$ cat src/rtl/dmem_arb_pkg.sv
// Shared constants and types for the two-port data-memory arbiter.
// State encodings are plain localparams so legacy code can compare against them directly.
package dmem_arb_pkg;

    localparam int DEF_ADDR_W = 16;
    localparam int DEF_DATA_W = 16;
    localparam int DEF_DEPTH  = 128;

    localparam logic PORT0 = 1'b0;
    localparam logic PORT1 = 1'b1;

    localparam logic [1:0] ST_IDLE  = 2'd0;
    localparam logic [1:0] ST_ISSUE = 2'd1;
    localparam logic [1:0] ST_RESP  = 2'd2;

    typedef enum logic [1:0] {
        IDLE  = ST_IDLE,
        ISSUE = ST_ISSUE,
        RESP  = ST_RESP
    } arb_state_e;

endpackage

$ cat src/rtl/dmem_arbiter_rr_pick2.sv
// Combinational 2-way round-robin picker: on contention the port that did not
// win last time is chosen; a lone request always wins.
module rr_pick2 (
    input  logic [1:0] req,
    input  logic       last,
    output logic       grant,
    output logic       valid
);

    always_comb begin
        valid = |req;
        grant = (req == 2'b11) ? ~last : req[1];
    end

endmodule

$ cat src/rtl/dmem_arbiter.sv
// Two-port round-robin arbiter/sequencer for the data memory bank (IDLE->ISSUE->RESP).
// Optional address range check enabled by defining DMEM_ARB_BOUNDS_CHECK_EN.
module dmem_arbiter
    import dmem_arb_pkg::*;
#(
    parameter int ADDR_W = DEF_ADDR_W,
    parameter int DATA_W = DEF_DATA_W,
    parameter int DEPTH  = DEF_DEPTH
) (
    input  logic              clk,
    input  logic              rst,
    input  logic              req0,
    input  logic              req1,
    input  logic              we0,
    input  logic              we1,
    input  logic [ADDR_W-1:0] addr0,
    input  logic [ADDR_W-1:0] addr1,
    input  logic [DATA_W-1:0] wdata0,
    input  logic [DATA_W-1:0] wdata1,
    output logic              done0,
    output logic              done1,
    output logic [DATA_W-1:0] rdata0,
    output logic [DATA_W-1:0] rdata1,
    output logic              err0,
    output logic              err1,
    output logic              memread,
    output logic              memwrite,
    output logic [ADDR_W-1:0] address,
    output logic [DATA_W-1:0] writedata,
    input  logic [DATA_W-1:0] readdata,
    output logic [1:0]        state_dbg
);

`ifdef DMEM_ARB_BOUNDS_CHECK_EN
    localparam logic BOUNDS_EN = 1'b1;
`else
    localparam logic BOUNDS_EN = 1'b0;
`endif

    logic [1:0]        state;
    logic              last;
    logic              winner;
    logic              win_we;
    logic              win_bad;
    logic              err0_q;
    logic              err1_q;

    logic              pick;
    logic              pick_valid;
    logic              sel_we;
    logic [ADDR_W-1:0] sel_addr;
    logic [DATA_W-1:0] sel_wdata;
    logic              addr_bad;

    rr_pick2 u_pick (
        .req   ({req1, req0}),
        .last  (last),
        .grant (pick),
        .valid (pick_valid)
    );

    always_comb begin
        sel_we    = (pick == PORT1) ? we1    : we0;
        sel_addr  = (pick == PORT1) ? addr1  : addr0;
        sel_wdata = (pick == PORT1) ? wdata1 : wdata0;
        addr_bad  = BOUNDS_EN && (32'(sel_addr) >= 32'(DEPTH));
    end

    assign err0      = err0_q & BOUNDS_EN;
    assign err1      = err1_q & BOUNDS_EN;
    assign state_dbg = state;

    // Bank strobes are live only in ISSUE; readdata is captured on the ISSUE->RESP
    // edge, one full cycle after address was registered, so rdata is valid with done.
    always_ff @(posedge clk) begin
        if (rst) begin
            state     <= ST_IDLE;
            last      <= PORT1;
            winner    <= PORT0;
            win_we    <= 1'b0;
            win_bad   <= 1'b0;
            memread   <= 1'b0;
            memwrite  <= 1'b0;
            address   <= '0;
            writedata <= '0;
            rdata0    <= '0;
            rdata1    <= '0;
            done0     <= 1'b0;
            done1     <= 1'b0;
            err0_q    <= 1'b0;
            err1_q    <= 1'b0;
        end else begin
            case (state)
                ST_IDLE: begin
                    if (pick_valid) begin
                        state     <= ST_ISSUE;
                        last      <= pick;
                        winner    <= pick;
                        win_we    <= sel_we;
                        win_bad   <= addr_bad;
                        address   <= sel_addr;
                        writedata <= sel_wdata;
                        memread   <= ~sel_we & ~addr_bad;
                        memwrite  <= sel_we & ~addr_bad;
                    end
                end
                ST_ISSUE: begin
                    state    <= ST_RESP;
                    memread  <= 1'b0;
                    memwrite <= 1'b0;
                    if (winner == PORT0) begin
                        done0  <= 1'b1;
                        err0_q <= win_bad;
                        if (!win_we && !win_bad) rdata0 <= readdata;
                    end else begin
                        done1  <= 1'b1;
                        err1_q <= win_bad;
                        if (!win_we && !win_bad) rdata1 <= readdata;
                    end
                end
                ST_RESP: begin
                    state  <= ST_IDLE;
                    done0  <= 1'b0;
                    done1  <= 1'b0;
                    err0_q <= 1'b0;
                    err1_q <= 1'b0;
                end
                default: begin
                    state    <= ST_IDLE;
                    memread  <= 1'b0;
                    memwrite <= 1'b0;
                    done0    <= 1'b0;
                    done1    <= 1'b0;
                end
            endcase
        end
    end

endmodule

$ cat config.mk
export PLATFORM = sky130hd
export DESIGN_NAME = dmem_arbiter
export DESIGN_NICKNAME = d
export VERILOG_FILES = /design/src/rtl/dmem_arb_pkg.sv /design/src/rtl/dmem_arbiter_rr_pick2.sv /design/src/rtl/dmem_arbiter.sv
export SDC_FILE = /design/constraint.sdc
export NUM_CORES = 1
export LEC_CHECK = 0
export ABC_AREA = 0
export ABC_CLOCK_PERIOD_IN_PS = 1400
export CORE_UTILIZATION = 35
export DETAILED_ROUTE_END_ITERATION = 12
export PLACE_DENSITY_LB_ADDON = 0.1
export RECOVER_POWER = 25
export SLEW_MARGIN = 10
export SYNTH_ARGS = -nofsm -noshare
export SYNTH_HDL_FRONTEND = slang
export SYNTH_HIERARCHICAL = 1
export SYNTH_SLANG_ARGS = --single-unit
$ cat constraint.sdc
create_clock -name clk -period 1.4 [get_ports clk]
set_input_delay 0.14 -clock clk [delete_from_list [all_inputs] [get_ports clk]]
set_output_delay 0.14 -clock clk [all_outputs]
set_load 0.03 [all_outputs]
==> results.md, run 1 <==
- Hold Buf Count CTS: 0
- Finished Cell Area: 0.00481 mm2
- Hold WS: 0.196 ns
- Psw: 1530 uW
- Cell Int Power: 3860 uW
- # IOs: 158
- Die Area: 0.00866 mm2
- DP HPWL: 5800 um
- Hold Vio Cnt, Final: 0
- Number of clock sinks: 73
- Vias/cell: 4.69
- Commonest non-fill, non-tap cell in the layout: clkdlybuf4s50_1
- GRT overflow: 0
- Sequential share of the synthesized area: 50.4%
- Area delta synth->final: 65.7%
- Clock Power Share: 34.1%
- Leakage: 0.00206 uW
- Hold Crit Depth: 4
- DR DRC count: 0
- Max-slew violation count: 0
- HP Class: in2reg
- Met2 WL: 3670 um
- First-pass GRT wire length: 12500 um
- Met1 WL: 3410 um
- Longest Clk Path Bufs: 2
- Sequential Power Share: 42.9%
- WP data arrival: 1.52 ns
- Synth Warn #: 6
- Fin util: 61.0%
- Via count: 2639
- DR iter-0 viols: 54
- Initial antenna violation count: 0
- Vias in the first global route: 2712
- Latest clock arrival within the worst-skew pair: 0.34 ns
- CTS tree: built
- EDFF count, synth: 0
- Delay-heaviest family, CP: simple AND/OR/NAND/NOR gates
- Xor and xnor fraction of the mapped netlist area: 0%
- Share of cells above drive strength 1: 14.3%
- R2R Setup Slk: 0.09 ns
- WL final: 7710 um
- Critical path required time: 1.61 ns
- Post-synthesis compound-gate area fraction: 17.8%
- Clock Skew: 0.0104 ns
- Largest stage delay, worst path: 0.46 ns
- Largest net degree at the start of global routing: 26
- Layout Nets: 542
- CP startpoint kind: flop
- Antenna Cells: 0
- Worst setup EP type: flop
- Crit path max fanout: 16
- Worst-path cell chain: or4b_1 -> buf_6 -> nand2_1 -> a21oi_1
- Simple logic cell fraction of the synthesized area: 14.7%
- Min-Delay Endpoint: memwrite
- Clock buffer count from CTS: 9
- Post-Synthesis Cells: 293
- Max_cap viols: 0
- Commonest cells after routing, fill and taps aside: clkdlybuf4s50_1 (84), dfxtp_1 (71), dlygate4sd2_1 (70), nand2_1 (58)
- Net Sw Frac: 28.4%
- Port bufs: 155
- Dpl cell area: 0.00465 mm2
- Final period util: 93.9%
- Fmax: 0.761 GHz
- Root buffer cell: clkbuf_8
- Post-synthesis mux area share: 11.4%
- First drt pass iteration count: 4
- Library cells used by synthesis: 34
- Reg2reg end: rdata0[1]
- RSZ-0062 raised after global routing: false
- Max H-tree Level: 3
- Worst hold start: rst
- Clock Pin Slew Worst Setup and Hold Paths: 0.07 ns
- Final Critical Period: 1.31 ns
- Syn avg cell area: 9.90 um2
- Pwr dens: 1120 mW/mm2
- Core area: 0.00789 mm2
- FF-to-FF Start: state_dbg[0]
- Critical path buffer and inverter count: 1
- Routed length per instance: 13.7 um
- Rows: 32
- Final setup fails: 0
- Synth Area in Adders: 0%
- Top FF cell, synth: dfxtp_1
- Synth async-reset ratio: 0%
- Metal3 WL: 498 um
- Worst r2r path cells: 4
- Post-DRT Antenna Nets: 0
- Gate power share: 23.0%
- Yosys reg bits: 73
- Setup CP Type: reg2reg
- Die height: 93.1 um
- Highest Signal Layer: met4
- Overall Global Routing Usage: 18.4%
- GPL Wtd Cong: 0.693
- Crit path from: state_dbg[0]
- Largest family of logic cells by synthesized area: compound AO/OA/AOI/OAI gates
- Die Width: 93.1 um
- Post-Syn Area: 0.00290 mm2
- Worst IR drop on VDD: 458 uV
- Status: complete, no violations
- Slowest cell on crit path: or4b_1
- Initial Util: 36.8%
## worst max path at each step
stage / slack [ns] / to / cells after the start
2_1_floorplan: -0.09 / rdata0[11] / 6
3_5_place_dp: -0.22 / writedata[11] / 6
6_report: 0.09 / rdata0[1] / 4
3_3_place_gp: -0.16 / writedata[6] / 5
5_1_grt: 0.009 / rdata0[3] / 4
4_1_cts: 0.01 / rdata0[1] / 4
## tightest hold or removal path: stages
cell	delay [ns]
buf_2	0.15
nor2_1	0.08
o21ai_0	0.08
nor2_1	0.04
## repair_timing
action	in CTS	in global routing
resized for setup	70	1
endpoints found under the setup margin	70	13
buffers inserted	0	2
## synthesized netlist by cell type (2+ instances only)
| cell | count | share of area (%) |
|---|---|---|
| a21oi_1 | 26 | 4.5 |
| a21oi_2 | 10 | 3.0 |
| buf_1 | 2 | 0.26 |
| buf_2 | 10 | 1.7 |
| buf_4 | 5 | 1.3 |
| clkbuf_1 | 5 | 0.65 |
| dfxtp_1 | 73 | 50 |
| inv_1 | 2 | 0.26 |
| mux2i_1 | 32 | 11 |
| nand2_1 | 58 | 7.5 |
| nand2_2 | 10 | 2.2 |
| nor2_1 | 5 | 0.65 |
| nor3_1 | 3 | 0.52 |
| o2bb2ai_1 | 32 | 9.7 |
## stage by stage
step	total power [uW]	cells	setup TNS (ns)	setup WS, ns
6_report	5380	563	0	0.0851
3_5_place_dp	3690	545	-7.08	-0.221
3_3_place_gp	3680	545	-5.47	-0.156
2_1_floorplan	3030	294	-0.854	-0.0864
5_1_grt	5640	563	0	0.00945
4_1_cts	5430	561	0	0.0134
## sequential cells by signal, indices dropped and copies added, names as in the netlist
register   count
address       16
done0          1
done1          1
last           1
memread        1
memwrite       1
rdata0        16
rdata1        16
state_dbg      2
win_we         1
winner         1
writedata     16
## kinds of logic (layout without fill, tap and decap cells)
| kind of cell | after synthesis | count (layout) |
|---|---|---|
| flops | 73 | 73 |
| compound gates | 71 | 71 |
| simple gates | 88 | 88 |
| buf+inv | 27 | 194 |
| other cells | 1 | 2 |
| mux | 33 | 33 |
## power groups by stage
stage	clock network, uW	registers, uW	logic, uW
finish	1840	2310	1240
global route	1990	2330	1320
CTS	1880	2310	1240
detailed placement	0	2360	1330
global placement	0	2360	1320
floorplan	0	2630	403
## per-layer routing
metal	vias to the layer above	global-route usage [%]
met5	-	0
li1	1338	-
met3	12	4.63
met4	0	7.56
met1	1181	22.4
met2	108	30.8
## cell type report
type / instances / area (um2)
Clock buffer: 10 / 138
Clock inverter: 6 / 90.1
Fill cell: 678 / 3080
Inverter: 2 / 7.51
Multi-Input combinational cell: 194 / 1310
Sequential cell: 73 / 1470
Tap cell: 102 / 128
Timing Repair Buffer: 176 / 1670
(Power assumes the default switching activity.)
==> run 2: changes to the inputs <==
--- a/config.mk
+++ b/config.mk
@@ -9,8 +9,10 @@
 export ABC_CLOCK_PERIOD_IN_PS = 1400
 export CORE_UTILIZATION = 35
 export DETAILED_ROUTE_END_ITERATION = 12
+export GPL_ROUTABILITY_DRIVEN = 0
 export PLACE_DENSITY_LB_ADDON = 0.1
 export RECOVER_POWER = 25
+export SETUP_SLACK_MARGIN = 0.02
 export SLEW_MARGIN = 10
 export SYNTH_ARGS = -nofsm -noshare
 export SYNTH_HDL_FRONTEND = slang
==> results.md, run 2 (synthesized netlist as in run 1, its figures left out) <==
- Clock Skew: 0.0104 ns (-0.000000100 ns)
- DR iter-0 viols: 45 (-17%)
- Clock Pin Slew Worst Setup and Hold Paths: 0.07 ns (about the same)
- Slowest cell on crit path: or4b_4
- WL final: 7710 um (about the same)
- Max H-tree Level: 3 (unchanged)
- Worst r2r path cells: 4 (unchanged)
- RSZ-0062 raised after global routing: false
- R2R Setup Slk: 0.09 ns (about the same)
- Antenna Cells: 0 (unchanged)
- Worst setup margin: 0.0914 ns (+0.00624 ns)
- Port bufs: 155 (unchanged)
- Critical path required time: 1.61 ns (about the same)
- DR DRC count: 0 (unchanged)
- Rows: 32 (unchanged)
- Final period util: 93.5% (-0.45 points)
- Placed cells: 545 (unchanged)
- FF-to-FF Start: state_dbg[0]
- Area of the multi-input gates: 0.00131 mm2 (+0.29%)
- Largest stage delay, worst path: 0.47 ns (about the same)
- Area delta synth->final: 66.0%
- Pwr dens: 1120 mW/mm2 (about the same)
- Largest net degree at the start of global routing: 26 (unchanged)
- Hold Buf Count CTS: 0 (unchanged)
- CP startpoint kind: flop
- Gate power share: 23.1% (about the same)
- Clock Power Share: 34.1% (about the same)
- Share of cells above drive strength 1: 14.5% (+0.22 points)
- Status: complete, no violations
- Storage cell area: 0.00147 mm2 (unchanged)
- Hold WS: 0.196 ns (-0.00000100 ns)
- Core area: 0.00789 mm2 (unchanged)
- Crit path max fanout: 16 (unchanged)
- Final Critical Period: 1.31 ns (-0.00624 ns)
- Setup CP Type: reg2reg
- Number of clock sinks: 73 (unchanged)
- GRT overflow: 0 (unchanged)
- Min-Delay Endpoint: memwrite
- Sequential Power Share: 42.8% (about the same)
- First drt pass iteration count: 4 (unchanged)
- Layout Nets: 542 (unchanged)
- Fill count: 678 (unchanged)
- Fin Setup TNS: 0 ns (unchanged)
- Cell Int Power: 3860 uW (+0.12%)
- Dpl cell area: 0.00465 mm2 (unchanged)
- Max_cap viols: 0 (unchanged)
- Worst setup EP type: flop
- Root buffer cell: clkbuf_8
- WP data arrival: 1.52 ns (about the same)
- Overall Global Routing Usage: 18.4% (-0.035 points)
- Vias in the first global route: 2718 (+0.22%)
- Commonest cells after routing, fill and taps aside: clkdlybuf4s50_1 (84), dfxtp_1 (71), dlygate4sd2_1 (70), nand2_1 (58)
- Hold Crit Depth: 4 (unchanged)
- Die height: 93.1 um (unchanged)
- Die Area: 0.00866 mm2 (unchanged)
- Psw: 1530 uW (about the same)
- Worst IR drop on VDD: 458 uV (about the same)
- Non-Filler Instances: 563 (unchanged)
- Routed length per instance: 13.7 um (about the same)
- Net Sw Frac: 28.4% (about the same)
- Commonest non-fill, non-tap cell in the layout: clkdlybuf4s50_1
- Longest Clk Path Bufs: 2 (unchanged)
- CTS tree: built
- Hold Vio Cnt, Final: 0 (unchanged)
- Worst-path cell chain: or4b_4 -> buf_8 -> nand2_1 -> a21oi_1
- Die Width: 93.1 um (unchanged)
- Initial Util: 36.8% (unchanged)
- Leakage: 0.00206 uW (+0.17%)
- Initial antenna violation count: 0 (unchanged)
- # IOs: 158 (unchanged)
- Latest clock arrival within the worst-skew pair: 0.34 ns (about the same)
- DP HPWL: 5800 um (unchanged)
- Final setup fails: 0 (unchanged)
- Reg2reg end: rdata0[1]
- Via count: 2639 (unchanged)
- Post-DRT Antenna Nets: 0 (unchanged)
- Worst hold start: rst
- Vias/cell: 4.69 (unchanged)
- Clock buffer count from CTS: 9 (unchanged)
- Finished Cell Area: 0.00482 mm2 (+0.16%)
- First-pass GRT wire length: 12500 um (-0.11%)
- Max-slew violation count: 0 (unchanged)
- HP Class: in2reg
- Pre-CTS WS: -0.221 ns (unchanged)
- Fmax: 0.764 GHz (+0.48%)
==> run 2: stage by stage <==
step | power [uW] | utilization, %
after floorplan | 3030 | -
after CTS | 5430 | 60.8
after global placement | 3680 | 58.9
after detailed placement | 3690 | 58.9
after global routing | 5640 | 61.1
final | 5390 | 61.1
==> run 2: layout make-up <==
class / count / share of cell area, %
Tap cell: 102 / 2.65
Clock inverter: 6 / 1.87
Sequential cell: 73 / 30.4
Clock buffer: 10 / 2.86
Timing Repair Buffer: 176 / 34.8
Multi-Input combinational cell: 194 / 27.3
Inverter: 2 / 0.156
==> run 2: how the worst max path moves through the flow <==
stage | from | endpoint | slack, ns | depth (start not counted)
after CTS | state_dbg[0] | rdata0[1] | 0.05 | 4
after global placement | req1 | writedata[6] | -0.16 | 5
final | state_dbg[0] | rdata0[1] | 0.09 | 4
after floorplan | state_dbg[0] | rdata0[11] | -0.09 | 6
after global routing | state_dbg[0] | rdata0[3] | 0.03 | 4
after detailed placement | req0 | writedata[11] | -0.22 | 6
==> run 2: metal layers <==
metal	GRT usage [%]	routed length [um]	up-vias
li1	-	-	1339
met1	22.3	3410	1180
met2	30.9	3670	108
met3	4.63	498	12
met4	7.56	132	0
met5	0	0	-
==> run 2: power groups by stage <==
stage          Sequential, uW  Clock [uW]  Combinational (uW)
6_report                 2310        1840                1240
5_1_grt                  2330        1990                1330
3_3_place_gp             2360           0                1320
4_1_cts                  2310        1880                1240
3_5_place_dp             2360           0                1330
2_1_floorplan            2630           0                 403
==> run 2: timing repair <==
| action | CTS | global route |
|---|---|---|
| buffers inserted | 0 | 2 |
| setup endpoints to repair | 71 | 10 |
| resized for setup | 71 | 2 |
==> run 2: critical path, delay by kind of cell, from the launching register on <==
kind	cells	cell delay, ns
AOI/OAI and AO/OA	1	0.07
and+or+nand+nor	2	0.55
DFF	1	0.39
buffers and inverters	1	0.18
